`config.mk`:
```
export PLATFORM = sky130hd
export DESIGN_NAME = nyq_decim
export DESIGN_NICKNAME = d
export VERILOG_FILES = /design/src/rtl/nyq_pkg.sv /design/src/rtl/nyq_dec_fifo.sv /design/src/rtl/nyq_decim.sv
export SDC_FILE = /design/constraint.sdc
export NUM_CORES = 1
export LEC_CHECK = 0
export ABC_AREA = 0
export BUFFER_PORTS_ARGS = -buffer_cell sky130_fd_sc_hd__buf_2
export CAP_MARGIN = 20
export CELL_PAD_IN_SITES_DETAIL_PLACEMENT = 1
export CELL_PAD_IN_SITES_GLOBAL_PLACEMENT = 1
export CORE_MARGIN = 2
export CORE_UTILIZATION = 30
export DETAILED_ROUTE_END_ITERATION = 10
export PLACE_DENSITY_LB_ADDON = 0.05
export RECOVER_POWER = 25
export REMOVE_ABC_BUFFERS = 1
export SLEW_MARGIN = 40
export SYNTH_ARGS = -nofsm -noshare
export SYNTH_HDL_FRONTEND = slang
export SYNTH_SLANG_ARGS = --single-unit
```
`constraint.sdc`:
```
create_clock -name Clk_CI -period 2 [get_ports Clk_CI]
set_input_delay 0.3 -clock Clk_CI [delete_from_list [all_inputs] [get_ports Clk_CI]]
set_output_delay 0.3 -clock Clk_CI [all_outputs]
set_load 0.1 [all_outputs]
```
`src/rtl/nyq_pkg.sv`:
```
// nyq_pkg: widths and rounding constants shared by the NYQ filter and its decimator.
package nyq_pkg;

  localparam int NYQ_IN_W  = 24;
  localparam int NYQ_OUT_W = 16;

  function automatic int nyq_shift(input int in_w, input int out_w);
    return in_w - out_w;
  endfunction

  localparam int NYQ_S = nyq_shift(NYQ_IN_W, NYQ_OUT_W);

  localparam logic [NYQ_OUT_W-1:0] SAT_MAX = {1'b0, {(NYQ_OUT_W-1){1'b1}}};
  localparam logic [NYQ_OUT_W-1:0] SAT_MIN = {1'b1, {(NYQ_OUT_W-1){1'b0}}};

endpackage

```
`src/rtl/nyq_dec_fifo.sv`:
```
// nyq_dec_fifo: synchronous FIFO with combinational head read, fill count and synchronous clear.
module nyq_dec_fifo #(
  parameter int W     = 16,
  parameter int DEPTH = 4
) (
  input  logic                       Clk_CI,
  input  logic                       Rst_RI,
  input  logic                       i_clr,
  input  logic                       i_push,
  input  logic [W-1:0]               i_data,
  input  logic                       i_pop,
  output logic [W-1:0]               o_head,
  output logic                       o_full,
  output logic                       o_empty,
  output logic [$clog2(DEPTH):0]     o_fill
);

  localparam int AW = $clog2(DEPTH);

  logic [W-1:0]  r_mem [DEPTH];
  logic [AW-1:0] r_wptr, r_rptr;
  logic [AW:0]   r_cnt;
  logic          w_push_ok, w_pop_ok;

  assign o_full    = (r_cnt == (AW+1)'(DEPTH));
  assign o_empty   = (r_cnt == '0);
  assign o_fill    = r_cnt;
  assign o_head    = r_mem[r_rptr];
  // A push into a full FIFO is accepted only when a pop frees the slot in the same cycle.
  assign w_push_ok = i_push && (!o_full || i_pop);
  assign w_pop_ok  = i_pop && !o_empty;

  always_ff @(posedge Clk_CI or posedge Rst_RI) begin
    if (Rst_RI) begin
      r_wptr <= '0;
      r_rptr <= '0;
      r_cnt  <= '0;
    end else if (i_clr) begin
      r_wptr <= '0;
      r_rptr <= '0;
      r_cnt  <= '0;
    end else begin
      if (w_push_ok) r_wptr <= r_wptr + AW'(1);
      if (w_pop_ok)  r_rptr <= r_rptr + AW'(1);
      case ({w_push_ok, w_pop_ok})
        2'b10:   r_cnt <= r_cnt + (AW+1)'(1);
        2'b01:   r_cnt <= r_cnt - (AW+1)'(1);
        default: r_cnt <= r_cnt;
      endcase
    end
  end

  always_ff @(posedge Clk_CI) begin
    if (w_push_ok && !i_clr) r_mem[r_wptr] <= i_data;
  end

endmodule

```
`src/rtl/nyq_decim.sv`:
```
// nyq_decim: keeps every D-th NYQ sample, rounds it IN_WIDTH->OUT_WIDTH and queues it for framing.
// Build option NYQ_DEC_SAT_EN: saturate positive rounding overflow instead of wrapping.
module nyq_decim
  import nyq_pkg::*;
#(
  parameter int IN_WIDTH   = NYQ_IN_W,
  parameter int OUT_WIDTH  = NYQ_OUT_W,
  parameter int DEC_WIDTH  = 4,
  parameter int FIFO_DEPTH = 4
) (
  input  logic                          Clk_CI,
  input  logic                          Rst_RI,
  input  logic                          Clr_SI,
  input  logic [DEC_WIDTH-1:0]          Dec_DI,
  input  logic [IN_WIDTH-1:0]           NYQ_In_DI,
  input  logic                          NYQ_Vld_SI,
  output logic [OUT_WIDTH-1:0]          Dec_Out_DO,
  output logic                          Dec_Vld_SO,
  input  logic                          Dec_Rdy_SI,
  output logic [$clog2(FIFO_DEPTH):0]   Fill_DO,
  output logic                          Ovf_SO
);

  localparam int S = nyq_shift(IN_WIDTH, OUT_WIDTH);
  localparam logic [IN_WIDTH:0]    L_HALF    = (IN_WIDTH+1)'(1) << (S-1);
  localparam logic [OUT_WIDTH-1:0] L_SAT_MAX = {1'b0, {(OUT_WIDTH-1){1'b1}}};

  logic [DEC_WIDTH-1:0] r_phase, w_dec_m1;
  logic                 w_keep;
  logic [IN_WIDTH:0]    w_sum;
  logic [OUT_WIDTH:0]   w_shr;
  logic [OUT_WIDTH-1:0] w_rnd;
  logic                 w_unused;
  logic                 r_s1_vld;
  logic [OUT_WIDTH-1:0] r_s1_dat;
  logic [OUT_WIDTH-1:0] w_head, r_hold;
  logic                 w_full, w_empty, w_pop, w_drop;
  logic                 r_ovf;

  // D=0 behaves like D=1; '>=' lets a shrinking D wrap at once instead of running to overflow.
  assign w_dec_m1 = (Dec_DI == '0) ? '0 : Dec_DI - DEC_WIDTH'(1);
  assign w_keep   = NYQ_Vld_SI && (r_phase == '0);

  always_ff @(posedge Clk_CI or posedge Rst_RI) begin
    if (Rst_RI)          r_phase <= '0;
    else if (Clr_SI)     r_phase <= '0;
    else if (NYQ_Vld_SI) r_phase <= (r_phase >= w_dec_m1) ? '0 : r_phase + DEC_WIDTH'(1);
  end

  // Sign-extend by one bit so the half-LSB add cannot wrap; only positive overflow results.
  assign w_sum = {NYQ_In_DI[IN_WIDTH-1], NYQ_In_DI} + L_HALF;
  assign w_shr = w_sum[IN_WIDTH:S];

`ifdef NYQ_DEC_SAT_EN
  assign w_rnd    = (!w_shr[OUT_WIDTH] && w_shr[OUT_WIDTH-1]) ? L_SAT_MAX : w_shr[OUT_WIDTH-1:0];
  assign w_unused = ^w_sum[S-1:0];
`else
  assign w_rnd    = w_shr[OUT_WIDTH-1:0];
  assign w_unused = ^{w_sum[S-1:0], w_shr[OUT_WIDTH]};
`endif

  always_ff @(posedge Clk_CI or posedge Rst_RI) begin
    if (Rst_RI) begin
      r_s1_vld <= 1'b0;
      r_s1_dat <= '0;
    end else begin
      r_s1_vld <= w_keep && !Clr_SI;
      if (w_keep) r_s1_dat <= w_rnd;
    end
  end

  assign w_pop  = !w_empty && Dec_Rdy_SI;
  assign w_drop = r_s1_vld && w_full && !w_pop;

  nyq_dec_fifo #(.W(OUT_WIDTH), .DEPTH(FIFO_DEPTH)) u_fifo (
    .Clk_CI  (Clk_CI),
    .Rst_RI  (Rst_RI),
    .i_clr   (Clr_SI),
    .i_push  (r_s1_vld),
    .i_data  (r_s1_dat),
    .i_pop   (w_pop),
    .o_head  (w_head),
    .o_full  (w_full),
    .o_empty (w_empty),
    .o_fill  (Fill_DO)
  );

  always_ff @(posedge Clk_CI or posedge Rst_RI) begin
    if (Rst_RI)      r_ovf <= 1'b0;
    else if (Clr_SI) r_ovf <= 1'b0;
    else if (w_drop) r_ovf <= 1'b1;
  end

  // Remember the head so the output holds its last value once the FIFO drains.
  always_ff @(posedge Clk_CI or posedge Rst_RI) begin
    if (Rst_RI)        r_hold <= '0;
    else if (!w_empty) r_hold <= w_head;
  end

  assign Dec_Out_DO = w_empty ? r_hold : w_head;
  assign Dec_Vld_SO = !w_empty;
  assign Ovf_SO     = r_ovf;

endmodule
```
==> key figures, run 1 <==
Outcome
  – Outcome: finished, violations left
  – Failing checks: setup timing

Critical path
  – Worst setup path class: flop to output port
  – Worst EP required: 1.70 ns
  – Chain of cells forming the critical path: buf_12, mux4_2, mux2_4, buf_12
  – Peak fanout along the critical path: 8
  – CP delay by family, top: multiplexers
  – Critical Path Max Stage Delay: around 0.52 ns
  – Most Frequent Cell on Critical Path: buf_12
  – Kind of end point of the critical path: output port
  – Slowest CP cell: mux4_2
  – Kind of start point of the critical path: flop
  – Data arrival time of the critical path: between 1.5 and 2 ns
  – CP Buf/Inv Count: 2

Die
  – Initial cell density of the core: between 30% and 40%
  – Floorplan Core Area: between 0.015 and 0.02 mm²
  – Die ar.: between 0.015 and 0.02 mm²
  – Floorplan die height: approximately 130 µm
  – Die Wd: between 100 and 150 µm
  – Number of rows created at floorplan: 46
  – I/O pin count: 54

Yosys
  – Proportion of synthesized chip area in sequential cells: around 64%
  – Number of storage elements in the synthesis netlist: roughly 110
  – Post-synth cell types: 44
  – Post-synth design cell area: 0.00477 mm²
  – Number of warnings printed during yosys synthesis: 0
  – Async set-or-reset flop fraction in the synthesized netlist: roughly two fifths
  – Prevailing post-synth register cell: edfxtp_1
  – Number of enable flip-flop cells after synthesis: 64
  – Mapped Avg Cell Area: about 15 µm²
  – Post-Syn Instances: ~320

CTS
  – Buffer type at the clock tree root: clkbuf_16
  – Maximum root-to-sink buffer count: 2
  – Latest clock arrival within the worst-skew pair: about 0.35 ns
  – Clock Sinks: 109
  – Clock transition at path regs: ~0.070 ns
  – Clock tree from TritonCTS: done
  – Count of H-tree levels built during CTS: 3
  – Clock buffers created by TritonCTS: 9

GRT
  – Vias in the first global route: 2956
  – Largest net degree at the start of global routing: 32
  – Antenna violations before repair: 0
  – Total global-route track usage: around 14%
  – Total congestion overflow: 0
  – Wire length of the first global-routing pass: around 17000 µm

Detailed routing
  – Detailed-router iteration count before antenna repair: 4
  – WL final: 10500 µm
  – Residual DRC: 0
  – Wire length per cell: 17.3 µm
  – Ratio of routed vias to standard cells: 4.56
  – Remaining number of nets flagged by the antenna check after routing: 0
  – Total via count in the routed design: around 2800
  – Number of DRC markers after the initial detailed-route iteration: 163

Timing
  – Final cycle utilization of the critical path: 114%
  – Hold Vio Cnt, Final: 0
  – Final Slew Violations: 0
  – Final total negative setup slack: -4.12 ns
  – RSZ-0062 raised after global routing: true
  – Fmax achieved: 0.438 GHz
  – Least-Margin Pin Slew: just under 0.5 ns
  – PnR worst setup slack: -0.281 ns
  – Post-route minimum period: roughly 2.3 ns
  – Final Skew: slightly below 0.007 ns
  – Worst max-slew margin expressed relative to the limit: between 60% and 70%
  – Count of endpoints failing setup in the final report: 16

Min path
  – Min-delay worst type: input port to flop

Cells and area
  – Number of inserted filler cells in the final layout: 1609
  – Final #Nets: 432
  – Fin area: around 0.0061 mm²
  – Most frequent cells in the layout: 64 x edfxtp_1, 44 x dfrtp_1, 30 x nor2_1
  – Most common cell after layout, fill and taps aside: edfxtp_1
  – Area growth, synth to finish: 28.0%
  – Total inserted antenna cells: 0
  – Utilization after layout: between 30% and 40%
  – Fraction of layout cells with a size suffix above 1: between 30% and 40%

Power and ir drop
  – Overall power after layout: ~7.7 mW
  – Total power divided by cell area: around 1300 mW/mm²
  – Maximum vdd drop: around 720 µV
  – LEAKAGE: around 2.3 nW

Run
  – Max-cap violation count: 0

Place
  – HPWL reported at the end of detailed placement: 6850 µm
  – Placed cell area: approximately 0.0055 mm²
  – GPL Wtd Cong: between 0.7 and 0.8
  – Port-buffer cells: 46
worst min-delay path, stage by stage:
cell and delay, ns:
buf_2 0.08, xnor2_1 0.10, a21oi_1 0.06
cell usage after synthesis, drive strengths merged, types with 2 or more instances:
cell    instances  area, µm²
mux2           17        225
nor2b           3       18.8
xnor2           7       61.3
nand2b          3       18.8
or3             4       25.0
nand3           9       50.1
o31ai           2       15.0
buf            10       78.8
a21oi          18       90.1
and2            5       31.3
a31oi           3       18.8
o21ai           6       30.0
clkbuf          3       11.3
dfrtp          45       1130
mux4           16        364
inv             8       30.0
nor3b           2       15.0
o211ai          2       15.0
xor2           13        114
edfxtp         64       1920
nor4            2       12.5
nor2           31        116
ha             11        138
nand4           7       43.8
nor3            2       10.0
and4            3       28.8
nand2          10       37.5
layer usage:
| metal | vias to the layer above | wire (µm) | GRT usage, % |
|---|---|---|---|
| li1 | 1318 | - | - |
| met1 | 1410 | 5060 | 17.8 |
| met2 | 37 | 5020 | 21.7 |
| met3 | 10 | 304 | 3.69 |
| met4 | 0 | 140 | 4.55 |
| met5 | - | 0 | 0 |
state kept, by name (all words and copies together) (netlist names):
name	flops
r_s1_dat	16
u_fifo.r_wptr	2
u_fifo.r_rptr	2
u_fifo.o_fill	3
r_s1_vld	1
Ovf_SO	1
r_phase	4
u_fifo.r_mem	64
r_hold	16
cell type report:
| type | instances | area (µm²) | area share [%] |
|---|---|---|---|
| clock buffers | 10 | 229 | 3.75 |
| clock inverters | 6 | 62.6 | 1.03 |
| inverters | 8 | 30.0 | 0.492 |
| multi-input cells | 187 | 1650 | 27.0 |
| flip-flops and latches | 109 | 3050 | 50.0 |
| well taps | 216 | 270 | 4.43 |
| repair buffers | 72 | 813 | 13.3 |
where the power goes:
| group | leakage (nW) | internal (mW) | switching (mW) |
|---|---|---|---|
| combinational | 1.01 | 1.14 | 1.84 |
| sequential | 1.12 | 2.73 | 0.160 |
| clock | 0.147 | 0.973 | 0.826 |
| total | 2.28 | 4.84 | 2.83 |
worst paths after layout:
kind	startpoint	end	slack, ns	cells after the start
setup / recovery	u_fifo.r_rptr[0]$_DFFE_PP0P_	Dec_Out_DO[10]	-0.28	4
hold / removal	NYQ_In_DI[23]	r_s1_dat[15]$_DFFE_PP0P_	0.23	3
setup reg to reg	u_fifo.o_fill[0]$_DFFE_PP0P_	u_fifo.o_fill[2]$_DFFE_PP0P_	0.11	7
hold reg to reg	Ovf_SO$_DFFE_PP0P_	Ovf_SO$_DFFE_PP0P_	0.49	2
max in group asynchronous	Rst_RI	u_fifo.r_rptr[0]$_DFFE_PP0P_	0.87	4
min in group asynchronous	Rst_RI	r_s1_dat[13]$_DFFE_PP0P_	0.47	3
per-stage QoR:
step / instances / hold WS, ns / worst slack (ns)
detailed placement: 589 / 0.308 / -0.0741
global route: 608 / 0.233 / -0.360
finish: 608 / 0.233 / -0.281
floorplan: 304 / 0.363 / -1.46
CTS: 606 / 0.218 / -0.324
global placement: 589 / 0.311 / -0.0666
timing repair:
item / 4_1_cts / 5_1_grt
hold buffers: 1 / 0
gates cloned: 0 / 1
hold endpoints to repair: 13 / 0
buffers inserted: 0 / 1
setup endpoints to repair: 17 / 17
gates resized for setup: 61 / 15
logic make-up (layout without fill, tap and decap cells):
family / after synthesis / count (layout) / synth area share, %
buf+inv: 21 / 96 / 2.52
simple gates: 84 / 84 / 9.03
compound gates: 37 / 37 / 4.96
mux: 34 / 34 / 12.6
xor+xnor: 20 / 20 / 3.67
flops: 109 / 109 / 63.9
fa+ha+maj: 12 / 12 / 3.31
No activity file was read; power rests on OpenSTA's default activity.
==> run 2: changes to the inputs <==
--- a/config.mk
+++ b/config.mk
@@ -19,4 +19,5 @@
 export SLEW_MARGIN = 40
 export SYNTH_ARGS = -nofsm -noshare
 export SYNTH_HDL_FRONTEND = slang
+export SYNTH_HIERARCHICAL = 1
 export SYNTH_SLANG_ARGS = --single-unit
==> run 2 against run 1 <==
Combinational power is 9.7% lower. Flip-flop and latch count unchanged. The run still ends with setup timing left. Core utilization is 0.096 points higher. Highest routed layer unchanged. Sequential power hardly changed. Cell count up 3.0%. Via count up 3.3%. Final area grew 0.62%.
==> key figures, run 2 <==
Outcome
  – Outcome: finished, violations left
  – Failing checks: setup timing

Critical path
  – Worst r2r src: u_fifo/o_fill[1]$_DFFE_PP0P_
  – Worst EP required: ~1.7 ns
  – Worst reg2reg endpoint: u_fifo/o_fill[2]$_DFFE_PP0P_
  – Kind of start point of the critical path: flop
  – Critical Path Max Stage Delay: around 0.53 ns
  – CP Buf/Inv Count: 2
  – Slowest CP cell: mux4_2
  – CP delay by family, top: multiplexers
  – Kind of end point of the critical path: output port
  – Worst setup path class: flop to output port
  – Chain of cells forming the critical path: buf_12, mux4_2, mux2_2, buf_6
  – Data arrival time of the critical path: around 1.9 ns
  – Setup slack on the worst flop-to-flop path: around 0.010 ns
  – Peak fanout along the critical path: 9
  – Cell depth of the worst flop-to-flop path: 7

Yosys
  – Biggest area contributors in the synthesized netlist: edfxtp_1 40%, dfrtp_1 23%, mux4_2 7.5%, mux2_2 4.0%, ha_1 2.9%
  – Prevailing post-synth register cell: edfxtp_1
  – Number of enable flip-flop cells after synthesis: 64
  – Async set-or-reset flop fraction in the synthesized netlist: 41.3%
  – Mapped Avg Cell Area: around 14 µm²
  – Proportion of synthesized chip area in sequential cells: a little under two thirds
  – Post-synth design cell area: roughly 0.0048 mm²
  – Commonest cells in the synthesized netlist: 64 x edfxtp_1, 45 x dfrtp_1, 34 x nor2_1
  – Post-synth cell types: 47
  – Count leader, synth: edfxtp_1
  – Library cell with the largest summed area after synthesis: edfxtp_1
  – Post-Syn Instances: about 340
  – Number of warnings printed during yosys synthesis: 6
  – Number of storage elements in the synthesis netlist: around 110
  – Synth top area share: around two fifths

CTS
  – Clock buffers created by TritonCTS: 9
  – Clock transition at path regs: roughly 0.07 ns
  – Count of H-tree levels built during CTS: 3
  – Buffer type at the clock tree root: clkbuf_16
  – Clock Sinks: roughly 110
  – Clock tree from TritonCTS: done
  – Maximum root-to-sink buffer count: 2
  – Latest clock arrival within the worst-skew pair: between 0.3 and 0.4 ns

Timing
  – Count of endpoints failing setup in the final report: 16
  – Final Skew: 0.0128 ns
  – Least-Margin Pin Slew: approximately 0.55 ns
  – Fmax achieved: around 0.45 GHz
  – Final Slew Violations: 0
  – Final total negative setup slack: -3.21 ns
  – PnR worst setup slack: -0.244 ns
  – RSZ-0062 raised after global routing: true
  – Hold Vio Cnt, Final: 0
  – Post-route minimum period: 2.24 ns
  – Worst max-slew margin expressed relative to the limit: between 60% and 70%
  – Final cycle utilization of the critical path: 112%
  – Worst hold-check slack: ~0.25 ns

GRT
  – Largest net degree at the start of global routing: 39
  – Wire length of the first global-routing pass: around 17000 µm
  – Vias in the first global route: 3161
  – Total congestion overflow: 0
  – Antenna violations before repair: 0
  – Total global-route track usage: between 10% and 20%

Cells and area
  – Max FFs per register: 64
  – Fin area: a little over 0.006 mm²
  – Largest register by flop count: u_fifo/r_mem
  – Area growth, synth to finish: 28.0%
  – Number of inserted filler cells in the final layout: between 1500 and 2000
  – Register cell area after layout: roughly 0.0030 mm²
  – Total inserted antenna cells: 0
  – Fraction of layout cells with a size suffix above 1: between 30% and 40%
  – Final #Nets: 450
  – Area of the multi-input gates: 0.00173 mm²
  – Registers with the most flip-flops: u_fifo/r_mem: 64 flops, r_hold: 16 flops, r_s1_dat: 16 flops
  – Most frequent cells in the layout: 64 x edfxtp_1, 44 x dfrtp_1, 33 x nor2_1
  – Most common cell after layout, fill and taps aside: edfxtp_1

Power and ir drop
  – LEAKAGE: approximately 2.3 nW
  – Maximum vdd drop: a little under 800 µV
  – Total power divided by cell area: roughly 1200 mW/mm²
  – Overall power after layout: approximately 7.3 mW

Detailed routing
  – Total via count in the routed design: 2866
  – Ratio of routed vias to standard cells: approximately 4.6
  – Detailed-router iteration count before antenna repair: 4
  – Wire length per cell: 16.6 µm
  – Remaining number of nets flagged by the antenna check after routing: 0
  – Residual DRC: 0
  – WL final: 10400 µm
  – Number of DRC markers after the initial detailed-route iteration: 111

Place
  – GPL Wtd Cong: 0.725
  – Placed cell area: roughly 0.0055 mm²
  – HPWL reported at the end of detailed placement: 6990 µm
  – Port-buffer cells: 46

Die
  – I/O pin count: 54
  – Number of rows created at floorplan: 46
  – Floorplan Core Area: around 0.016 mm²
  – Floorplan die height: 130 µm
  – Initial cell density of the core: approximately 30%
  – Die Wd: about 130 µm
  – Die ar.: ~0.017 mm²

Min path
  – Launch point of the worst hold path: NYQ_In_DI[23]
  – Min-delay worst type: input port to flop
  – WHS Endpoint: r_s1_dat[15]$_DFFE_PP0P_
  – Hold Path Stages: 3

Run
  – Max-cap violation count: 0
[run 2: cell families (layout without fill, tap and decap cells)]
logic type | count (synthesis) | in the layout | synth area share (%)
XOR/XNOR | 16 | 16 | 2.92
flip-flops | 109 | 109 | 63.6
AND/OR/NAND/NOR | 92 | 92 | 9.94
multiplexers | 36 | 36 | 12.2
adder cells (fa/ha/maj) | 12 | 12 | 3.29
AO/OA/AOI/OAI | 40 | 40 | 5.19
buffers and inverters | 30 | 105 | 2.84
[run 2: tightest hold or removal path, cell delays in order]
cell,delay (ns)
buf_2,0.08
nand4b_1,0.10
nand3b_1,0.07
[run 2: metal layers]
layer	part of all wire (%)	wire length, µm	global-route usage (%)
met1	47	4910	18.1
met2	48	5050	22.6
met3	2.6	267	1.95
met4	1.9	194	5.63
met5	0	0	0
[run 2: where the power goes]
| part | total [mW] | switching (mW) | internal [mW] |
|---|---|---|---|
| clock | 1.71 | 0.849 | 0.866 |
| combinational | 2.69 | 1.72 | 0.966 |
| sequential | 2.90 | 0.172 | 2.73 |
[run 2: cell type report]
class / count / share of cell area, %
clock buffer: 10 / 3.73
clock inverter: 6 / 0.917
inverter: 14 / 0.856
multi-input combinational: 196 / 28.1
sequential: 109 / 49.7
tap: 216 / 4.40
timing repair buffer: 75 / 12.3
[run 2: worst max path at each step]
| stage | start | end | depth (start not counted) |
|---|---|---|---|
| floorplan | u_fifo/o_fill[0]$_DFFE_PP0P_ | u_fifo/o_fill[2]$_DFFE_PP0P_ | 7 |
| CTS | u_fifo/r_rptr[0]$_DFFE_PP0P_ | Dec_Out_DO[0] | 5 |
| global placement | Dec_DI[1] | r_phase[3]$_DFFE_PP0P_ | 8 |
| detailed placement | Dec_DI[1] | r_phase[3]$_DFFE_PP0P_ | 8 |
| global route | u_fifo/r_rptr[0]$_DFFE_PP0P_ | Dec_Out_DO[14] | 4 |
| finish | u_fifo/r_rptr[0]$_DFFE_PP0P_ | Dec_Out_DO[14] | 4 |
[run 2: repair_timing]
| action | 4_1_cts | 5_1_grt |
|---|---|---|
| cloned | 1 | 0 |
| hold endpoints to repair | 7 | 0 |
| resized for setup | 65 | 15 |
| buffers inserted | 2 | 1 |
| setup endpoints to repair | 17 | 40 |
| pin swaps | 3 | 3 |
| hold buffers | 1 | 0 |
[run 2: per-stage QoR]
step	std cells	setup slack [ns]	util (%)
after CTS	626	-0.308	38.6
after global placement	606	-0.111	35.0
final	626	-0.244	38.9
after floorplan	319	-2.23	-
after global routing	626	-0.308	38.9
after detailed placement	606	-0.157	35.0
